<file path="config.mk">
export PLATFORM = sky130hd
export DESIGN_NAME = m_dmem_responder_flat
export DESIGN_NICKNAME = d
export VERILOG_FILES = /design/src/rtl/cpu_pkg.sv /design/src/rtl/m_dmem_responder_if.sv /design/src/rtl/m_dmem_responder_lane_ext.sv /design/src/rtl/m_dmem_responder.sv /design/src/flat_wrapper.sv
export SDC_FILE = /design/constraint.sdc
export NUM_CORES = 2
export LEC_CHECK = 0
export BUFFER_PORTS_ARGS = -buffer_cell sky130_fd_sc_hd__buf_2
export CAP_MARGIN = 20
export CORE_MARGIN = 2
export CORE_UTILIZATION = 45
export CTS_CLUSTER_DIAMETER = 80
export CTS_CLUSTER_SIZE = 40
export DETAILED_ROUTE_END_ITERATION = 10
export SYNTH_ARGS = -nofsm -noshare
export SYNTH_HDL_FRONTEND = slang
export SYNTH_SLANG_ARGS = --single-unit
</file>
<file path="constraint.sdc">
create_clock -name w_clk -period 9 [get_ports w_clk]
set_input_delay 0.9 -clock w_clk [delete_from_list [all_inputs] [get_ports w_clk]]
set_output_delay 0.9 -clock w_clk [all_outputs]
set_load 0.05 [all_outputs]
</file>
<file path="src/rtl/cpu_pkg.sv">
// Shared CPU definitions: RISC-V load/store funct3 codes and the data-memory
// responder FSM state type.
package cpu_pkg;

    localparam logic [2:0] F3_B  = 3'b000;
    localparam logic [2:0] F3_H  = 3'b001;
    localparam logic [2:0] F3_W  = 3'b010;
    localparam logic [2:0] F3_BU = 3'b100;
    localparam logic [2:0] F3_HU = 3'b101;

    typedef enum logic [1:0] {
        IDLE = 2'd0,
        BUSY = 2'd1,
        RESP = 2'd2
    } state_t;

endpackage

</file>
<file path="src/rtl/m_dmem_responder_if.sv">
// Load/store request and response channels between the CPU (master) and the
// data-memory responder (slave).
interface m_dmem_responder_if;

    logic        w_req_valid;
    logic        w_req_ready;
    logic [31:0] w_req_addr;
    logic        w_req_we;
    logic [2:0]  w_req_funct3;
    logic [31:0] w_req_wdata;
    logic        w_rsp_valid;
    logic        w_rsp_ready;
    logic [31:0] w_rsp_rdata;
    logic        w_rsp_err;

    modport master (
        output w_req_valid, w_req_addr, w_req_we, w_req_funct3, w_req_wdata, w_rsp_ready,
        input  w_req_ready, w_rsp_valid, w_rsp_rdata, w_rsp_err
    );

    modport slave (
        input  w_req_valid, w_req_addr, w_req_we, w_req_funct3, w_req_wdata, w_rsp_ready,
        output w_req_ready, w_rsp_valid, w_rsp_rdata, w_rsp_err
    );

endinterface

</file>
<file path="src/rtl/m_dmem_responder_lane_ext.sv">
// Byte-lane steering for RISC-V loads/stores: byte enables, replicated write
// data, sign/zero-extended load data and misalign/illegal-funct3 detection.
module m_lane_ext
    import cpu_pkg::*;
(
    input  logic [1:0]  w_addr_lo,
    input  logic [2:0]  w_funct3,
    input  logic [31:0] w_wdata,
    input  logic [31:0] w_rword,
    output logic [3:0]  w_be,
    output logic [31:0] w_wdata_sh,
    output logic [31:0] w_rdata_ext,
    output logic        w_err
);

    logic [7:0]  rbyte;
    logic [15:0] rhalf;

    assign rbyte = w_rword[{w_addr_lo, 3'b000} +: 8];
    assign rhalf = w_addr_lo[1] ? w_rword[31:16] : w_rword[15:0];

    // Write data is replicated across lanes; the byte enables pick the live ones.
    always_comb begin
        w_be        = '0;
        w_wdata_sh  = '0;
        w_rdata_ext = '0;
        w_err       = 1'b0;
        case (w_funct3)
            F3_B, F3_BU: begin
                w_be        = 4'b0001 << w_addr_lo;
                w_wdata_sh  = {4{w_wdata[7:0]}};
                w_rdata_ext = w_funct3[2] ? {24'h0, rbyte} : {{24{rbyte[7]}}, rbyte};
            end
            F3_H, F3_HU: begin
                if (w_addr_lo[0]) begin
                    w_err = 1'b1;
                end else begin
                    w_be        = w_addr_lo[1] ? 4'b1100 : 4'b0011;
                    w_wdata_sh  = {2{w_wdata[15:0]}};
                    w_rdata_ext = w_funct3[2] ? {16'h0, rhalf} : {{16{rhalf[15]}}, rhalf};
                end
            end
            F3_W: begin
                if (w_addr_lo != 2'b00) begin
                    w_err = 1'b1;
                end else begin
                    w_be        = 4'b1111;
                    w_wdata_sh  = w_wdata;
                    w_rdata_ext = w_rword;
                end
            end
            default: w_err = 1'b1;
        endcase
    end

endmodule

</file>
<file path="src/rtl/m_dmem_responder.sv">
// Handshake data-memory responder: one load/store at a time, result returned
// LATENCY cycles after acceptance on a valid/ready response channel.
module m_dmem_responder
    import cpu_pkg::*;
#(
    parameter int unsigned ADDR_W  = 6,
    parameter int unsigned LATENCY = 2
) (
    input  logic               w_clk,
    input  logic               w_rst,
    m_dmem_responder_if.slave  bus
);

    localparam int unsigned DEPTH  = 2 ** ADDR_W;
    localparam logic [3:0]  LAT_M1 = 4'(LATENCY - 1);

    state_t      state, state_n;
    logic [3:0]  cnt, cnt_n;
    logic [31:0] rdata_q;
    logic        err_q;
    logic        accept;

    logic [ADDR_W-1:0] idx;
    logic [31:0]       rword;
    logic [31:0]       wdata_sh;
    logic [31:0]       rdata_ext;
    logic [3:0]        be;
    logic              lane_err;

    // Zero at power-up; deliberately untouched by reset.
    logic [3:0][7:0] mem [DEPTH] = '{default: '0};

    assign idx    = bus.w_req_addr[ADDR_W+1:2];
    assign rword  = mem[idx];
    assign accept = (state == IDLE) && !w_rst && bus.w_req_valid;

    assign bus.w_req_ready = (state == IDLE) && !w_rst;
    assign bus.w_rsp_valid = (state == RESP);
    assign bus.w_rsp_rdata = rdata_q;
    assign bus.w_rsp_err   = err_q;

    m_lane_ext u_lane_ext (
        .w_addr_lo   (bus.w_req_addr[1:0]),
        .w_funct3    (bus.w_req_funct3),
        .w_wdata     (bus.w_req_wdata),
        .w_rword     (rword),
        .w_be        (be),
        .w_wdata_sh  (wdata_sh),
        .w_rdata_ext (rdata_ext),
        .w_err       (lane_err)
    );

    always_comb begin
        state_n = state;
        cnt_n   = cnt;
        case (state)
            IDLE: begin
                if (bus.w_req_valid) begin
                    if (LATENCY == 1) begin
                        state_n = RESP;
                    end else begin
                        state_n = BUSY;
                        cnt_n   = LAT_M1;
                    end
                end
            end
            BUSY: begin
                cnt_n = cnt - 4'd1;
                if (cnt == 4'd1) state_n = RESP;
            end
            RESP: begin
                if (bus.w_rsp_ready) state_n = IDLE;
            end
            default: state_n = IDLE;
        endcase
    end

    always_ff @(posedge w_clk) begin
        if (w_rst) begin
            state   <= IDLE;
            cnt     <= '0;
            rdata_q <= '0;
            err_q   <= 1'b0;
        end else begin
            state <= state_n;
            cnt   <= cnt_n;
            if (accept) begin
                err_q   <= lane_err;
                rdata_q <= (lane_err || bus.w_req_we) ? '0 : rdata_ext;
            end
        end
    end

    always_ff @(posedge w_clk) begin
        if (accept && bus.w_req_we && !lane_err) begin
            for (int unsigned i = 0; i < 4; i++) begin
                if (be[i]) mem[idx][i] <= wdata_sh[i*8 +: 8];
            end
        end
    end

endmodule
</file>
<file path="src/flat_wrapper.sv">
// flat-port wrapper written by rule: the top's interface ports become plain ports
module m_dmem_responder_flat import cpu_pkg::*;
#(
    parameter int unsigned ADDR_W  = 6,
    parameter int unsigned LATENCY = 2
)
  (w_clk, w_rst, bus_w_req_valid, bus_w_req_addr, bus_w_req_we, bus_w_req_funct3, bus_w_req_wdata, bus_w_rsp_ready, bus_w_req_ready, bus_w_rsp_valid, bus_w_rsp_rdata, bus_w_rsp_err);
  m_dmem_responder_if bus_i ();
  input  logic w_clk;
  input  logic w_rst;
  input wire logic [$bits(bus_i.w_req_valid)-1:0] bus_w_req_valid;
  input wire logic [$bits(bus_i.w_req_addr)-1:0] bus_w_req_addr;
  input wire logic [$bits(bus_i.w_req_we)-1:0] bus_w_req_we;
  input wire logic [$bits(bus_i.w_req_funct3)-1:0] bus_w_req_funct3;
  input wire logic [$bits(bus_i.w_req_wdata)-1:0] bus_w_req_wdata;
  input wire logic [$bits(bus_i.w_rsp_ready)-1:0] bus_w_rsp_ready;
  output wire logic [$bits(bus_i.w_req_ready)-1:0] bus_w_req_ready;
  output wire logic [$bits(bus_i.w_rsp_valid)-1:0] bus_w_rsp_valid;
  output wire logic [$bits(bus_i.w_rsp_rdata)-1:0] bus_w_rsp_rdata;
  output wire logic [$bits(bus_i.w_rsp_err)-1:0] bus_w_rsp_err;
  assign bus_i.w_req_valid = bus_w_req_valid;
  assign bus_i.w_req_addr = bus_w_req_addr;
  assign bus_i.w_req_we = bus_w_req_we;
  assign bus_i.w_req_funct3 = bus_w_req_funct3;
  assign bus_i.w_req_wdata = bus_w_req_wdata;
  assign bus_i.w_rsp_ready = bus_w_rsp_ready;
  assign bus_w_req_ready = bus_i.w_req_ready;
  assign bus_w_rsp_valid = bus_i.w_rsp_valid;
  assign bus_w_rsp_rdata = bus_i.w_rsp_rdata;
  assign bus_w_rsp_err = bus_i.w_rsp_err;
  m_dmem_responder #(.ADDR_W(ADDR_W), .LATENCY(LATENCY)) u_core (.w_clk(w_clk), .w_rst(w_rst), .bus(bus_i));
endmodule
</file>
**After elaboration in Yosys (flattened, before gate mapping)**

Memory sizes are Yosys's and may differ from the RTL's.
Index checks and enable logic that the tools add are counted.

- Input bits: 72
- Output and inout port bits: 35
- Memory bits (writable): 2048
- Word-level logic and storage cells: 68
- Register bits: 39
- Memories kept: 1

- Shift operators: 2
- Mux-type cells: 35
- Equality and inequality tests: 10
- Reductions and logical operators: 15
- $add $sub $neg: 1

Memories:

| name | depth | width | read ports | clocked after Yosys merged registers in | write ports | line | RTL |
|---|---|---|---|---|---|---|---|
| u_core.mem | 64 | 32 | 1 | 0 | 1 | m_dmem_responder.sv:31 | `logic [3:0][7:0] mem [DEPTH] = '{default: '0};` |

Operator list:

| cell | count |
|---|---|
| two-way mux 32 bit | 7 |
| case mux 32 bit (3 select lines) | 2 |
| indexed part select 32 x 6 -> 8 bit | 1 |
| two-way mux 16 bit | 1 |
| two-way mux 4 bit | 4 |
| two-way mux 1 bit | 14 |
| case mux 4 bit (3 select lines) | 1 |
| case mux 4 bit (2 select lines) | 1 |
| equality test 3 bit (second input constant) | 2 |
| two-way mux 2 bit | 3 |
| case mux 2 bit (3 select lines) | 1 |
| equality test 4 x 1 -> 1 bit (second input constant) | 1 |
| logical AND 1 bit | 4 |
| != test 2 bit (second input constant) | 2 |
| nonzero test 2 bit | 2 |
| OR reduction 2 bit | 2 |
| << shifter 1 x 2 -> 4 bit (first input constant) | 1 |
| subtractor 4 x 1 -> 4 bit (second input constant) | 1 |
| equality test 3 x 1 -> 1 bit (second input constant) | 1 |
| equality test 3 x 2 -> 1 bit (second input constant) | 1 |
| zero test 3 bit | 1 |
| case mux 1 bit (3 select lines) | 1 |
| AND reduction 3 bit | 1 |
| equality test 2 x 1 -> 1 bit (second input constant) | 1 |
| other kinds (6) | 7 |

**Longest topological paths before layout**

- Depth in word-level cells: 7
- Mapped depth: 16
- Mapped depth without buffers: 8

**Modules after synthesis**

Synthesis repeated with hierarchy kept, for this count alone.

- Cell total of the unflattened synthesis: 4985
- Area total of the unflattened synthesis: 82210.1 um^2

Modules (own cells, without submodules):

| module | seq. area each (um^2) | cells each | area an instance (um^2) | times used |
|---|---|---|---|---|
| m_dmem_responder | 62279.7 | 4842 | 81192.9 | 1 |
| m_lane_ext | 0.0 | 143 | 1017.2 | 1 |

**Worst setup path before layout**

OpenSTA, ideal clock, no wires.

- Kind: input to register
- Start point: in bus_w_req_addr[0]
- End point: mem u_core.mem[0][0] in the netlist's numbering (data pin)
- Setup time: 0.514 ns
- Stages on the path: 7
- Arrival: 3.602 ns
- Slack: 4.884 ns
- Data required time: 8.486 ns
- Path buffers: 3
- Cell sequence: buf_4 > or2_2 > clkbuf_1 > nor3_1 > nor2_1 > clkbuf_1 > nor2b_1

- Longest elaborated chain between the ends: 3
- Elaborated cells on any way between the ends: 4
- Classes of those cells: 3 x mux; 1 x reduce/logical

RTL lines:

| what | line | RTL |
|---|---|---|
| start: declaration | flat_wrapper.sv:12 | `input wire logic [$bits(bus_i.w_req_addr)-1:0] bus_w_req_addr;` |
| nonzero test 2 bit | m_dmem_responder_lane_ext.sv:44 | `if (w_addr_lo != 2'b00) begin` |
| two-way mux 32 bit | m_dmem_responder_lane_ext.sv:44 |  |
| case mux 32 bit (3 select lines) * | m_dmem_responder_lane_ext.sv:28 | `case (w_funct3)` |
| via u_core.u_lane_ext.w_wdata_sh[0] | m_dmem_responder_lane_ext.sv:11 | `output logic [31:0] w_wdata_sh,` |
| end: declaration | m_dmem_responder.sv:31 |  |

Mark *: on every way through the listed nets, which the timed path passes. The rest lies on a longest branch.

**Worst setup path after layout**

- Start point: in bus_w_req_addr[4]
- End point: reg u_core.rdata_q[29] (netlist: u_core.bus.w_rsp_rdata[29])

- Longest elaborated chain between the ends: 6
- Elaborated cells on any way between the ends: 9
- Classes of those cells: 1 x shift; 7 x mux; 1 x memory

RTL lines:

| what | line | RTL |
|---|---|---|
| memory (64 x 32 bit) * | - |  |
| branches (longest 3 deep; another with indexed part select 32 x 6 -> 8 bit) | - |  |
| case mux 32 bit (3 select lines) * | m_dmem_responder_lane_ext.sv:28 |  |
| two-way mux 32 bit * | m_dmem_responder.sv:89 | `rdata_q <= (lane_err \|\| bus.w_req_we) ? '0 : rdata_ext;` |
| end signal: assignment | m_dmem_responder.sv:89 |  |
| end: declaration | m_dmem_responder.sv:19 | `logic [31:0] rdata_q;` |

Mark *: on every way between the ends.
A chain may end at the register's enable or synchronous reset.

==> summary.txt <==
Clocking
  • Clock-pin transition on the worst setup and hold timing paths: 120 ps
  • Skew-Pair Late Insertion Delay: roughly 790 ps
  • H-tree level count: 3
  • Hold-fix buffers, CTS: 0
  • Max Root-Sink Buffers: 3
  • Post-cts resize count: 0
  • # clock sinks: approximately 2100
  • CTS root buf: clkbuf_16
  • CTS tree: done
  • Num CTS Buffers: ~90
  • Post-CTS setup buffers: 0

Die
  • Core area: around 180000 um^2
  • Die Ht: between 400 and 500 um
  • Die area: 184500 um^2
  • Die Wd: ~430 um
  • Starting density of the core: about 45%
  • Row cnt: between 150 and 200
  • I/O pin total: 107

Place
  • Detailed placement HPWL: around 160 mm
  • Placed Instances: between 6000 and 7000
  • Number of I/O port buffers: between 80 and 90
  • Worst slack, placed: roughly 3300 ps
  • GPL Wtd Cong: approximately 0.9
  • Area post-placement: 84530 um^2

Cells and area
  • FILL cells: between 15000 and 20000
  • Final net count: approximately 4800
  • Area Overhead vs Synth: 8.611%
  • Design Area, Final: about 90000 um^2
  • Layout cells sized above 1: ~14%
  • Non-Filler Instances: around 7200

Logic synthesis
  • Post-Syn Area per Cell: 17.17 um^2
  • Post-synthesis simple-gate area fraction: about 5.5%
  • Fraction of the mapped netlist area in adder cells: less than 1%
  • Most used DFF post-synth: edfxtp_1
  • Asr flop ratio synth: 0%
  • Count leader, synth: edfxtp_1
  • Synth cell types: 95
  • Post-synth top area share: 75.47%
  • Seq cells post-synth: 2087
  • Net count after synthesis: slightly below 5000
  • Synth top area cells: edfxtp_1 (75%), a22oi_1 (3.1%), mux4_2 (2.2%)
  • Post-synthesis sequential area ratio: 76.43%
  • Number of synthesized flops with an enable pin: around 2000
  • Main combinational cell family by area after synthesis: compound AO/OA/AOI/OAI gates
  • Complex-gate fraction of the synthesized area: 10.21%
  • Post-synthesis mux area share: approximately 5.5%
  • Post-synthesis xor/xnor area fraction: 0%
  • Synth warn: 0
  • Most instantiated cells after synthesis: edfxtp_1 (2048), a22oi_1 (340), nor2_1 (333), nand2_1 (174), mux2i_1 (168)
  • Synth area leader: edfxtp_1
  • Post-Synthesis Cell Area: around 80000 um^2
  • Post-synthesis cell count: around 4700

Route
  • DR iter-0 viols: 7439
  • Vias: about 48000
  • Avg Vias per Cell: 6.649
  • Final ANT Viol Nets: 0
  • DR WL/cell: about 37 um
  • DRC viols: 0
  • TritonRoute pass-1 iters: 9
  • Routed wire length: between 200 and 300 mm

Global route
  • GRT Residual Overflow: 0
  • First-pass GRT wire length: 362.9 mm
  • Tot GR Track Use: 28.20%
  • Initial antenna violation count: 16
  • Vias in the first global route: ~44000
  • Largest net degree at the start of global routing: ~110

Pwr
  • Lkg Pwr: ~0.027 uW
  • Power per cell area: 200.6 nW/um^2
  • Total Power: 17750 uW
  • Worst IR Drop VDD: about 0.18 mV

Timing
  • Unrepaired setup endpoints after global routing: false
  • Final Setup Violations: 0
  • Final hold violation count: 0
  • Final Max Slew Viols: 1
  • Worst Skew: approximately 47 ps
  • Fin crit share: 54.51%
  • Max Fclk: a little over 200 MHz
  • Minimum clock period: 4906 ps
  • Worst slew margin: -9.931%
  • TNS Setup: 0 ps
  • Final WS setup: a little over 4000 ps
  • Worst Tran Pin Value: between 1500 and 2000 ps

Flow run
  • Max-Cap Viols: 0

Critical path
  • WP data arrival: ~5600 ps
  • Crit-path max FO: between 90 and 100
  • Startpoint Class: primary input
  • WP data required: 9660 ps
  • Worst Setup Path Type: primary input to register
  • Worst setup EP type: register

Outcome
  • Failing checks: slew limit
  • Status: finished, violations left

Min path
  • HP Class: primary input to register
[report_power, final]
part | switching [uW] | internal, uW | total (uW)
sequential | 4.44 | 10700 | 10700
combinational | 862 | 303 | 1170
clock | 3560 | 2340 | 5900
total | 4430 | 13300 | 17800
[cell usage in the layout (no fill, tap or decap), types with 15 or more instances in the layout]
| cell type | count |
|---|---|
| o2bb2ai_1 | 18 |
| nand2_1 | 171 |
| and4_1 | 20 |
| edfxtp_1 | 2048 |
| buf_12 | 21 |
| nor3_1 | 21 |
| buf_4 | 115 |
| nor4_1 | 20 |
| nand2b_1 | 38 |
| clkinv_16 | 15 |
| mux4_2 | 81 |
| a22o_1 | 96 |
| mux2_2 | 84 |
| o22a_1 | 19 |
| a31oi_1 | 56 |
| a221o_1 | 32 |
| nand4b_1 | 28 |
| mux2i_1 | 168 |
| a21oi_1 | 109 |
| dfxtp_1 | 39 |
| o22ai_1 | 49 |
| buf_2 | 79 |
| nor2_1 | 327 |
| nor4bb_1 | 17 |
| a222oi_1 | 25 |
| a22o_2 | 15 |
| clkbuf_16 | 95 |
| nand4_1 | 36 |
| o21ai_0 | 69 |
| and4b_1 | 19 |
| nand3_1 | 25 |
| a221oi_1 | 112 |
| a22oi_1 | 340 |
[logic make-up after synthesis]
family	Yosys count
buffers and inverters	370
adders and majority gates	2
muxes	336
and+or+nand+nor	857
AOI/OAI and AO/OA	1094
DFF	2087
[per-stage QoR]
step                      hold WS (ps)  util [%]
final                            438.9     49.07
after global routing             449.5     49.06
after CTS                        416.0     48.95
after detailed placement         458.7     46.87
after global placement           447.2     46.86
after floorplan                  471.3         -
[per-layer routing]
layer  up-vias  GRT usage (%)  share of wire (%)
met5         -         0.1301              0.086
met4        26          14.07                5.8
met3       521          6.993                 11
met2      2958          41.82                 44
met1     24850          38.88                 39
li1      19320              -                  -
[registers in the layout, summed over array words and instances, names as in the netlist]
name / cells
u_core.bus.w_rsp_rdata: 32
u_core.cnt: 4
u_core.state: 2
u_core.bus.w_rsp_err: 1
u_core.mem: 2048
[critical path, cell delays in order]
cell	delay, ps
buf_8	410
buf_12	520
nor2b_4	360
a221o_1	440
a222oi_1	450
o22ai_1	320
nor4_2	900
nor2_1	430
o41ai_1	560
a21oi_1	130
[worst paths after layout]
kind                                                              from                                       to  slack [ps]  depth (start not counted)
worst max register to register            u_core.mem[18][15]$_DFFE_PP_  u_core.bus.w_rsp_rdata[29]$_SDFFE_PP0P_        5130                          8
worst min-delay path                                   bus_w_rsp_ready             u_core.state[1]$_SDFFE_PP0P_         440                          4
worst min register to register  u_core.bus.w_rsp_rdata[7]$_SDFFE_PP0P_   u_core.bus.w_rsp_rdata[7]$_SDFFE_PP0P_         470                          2
worst max-delay path                                 bus_w_req_addr[4]  u_core.bus.w_rsp_rdata[29]$_SDFFE_PP0P_        4090                         10
[area by class of cell]
| type | instances | area [um^2] | area share, % |
|---|---|---|---|
| antenna | 11 | 27.53 | 0.03110 |
| clock buffer | 98 | 2389 | 2.699 |
| clock inverter | 73 | 1359 | 1.535 |
| inverter | 22 | 86.33 | 0.09755 |
| multi-input combinational | 2289 | 17630 | 19.93 |
| sequential | 2087 | 62280 | 70.37 |
| tap | 2370 | 2965 | 3.351 |
| timing repair buffer | 220 | 1763 | 1.992 |
(Power assumes the default switching activity.)
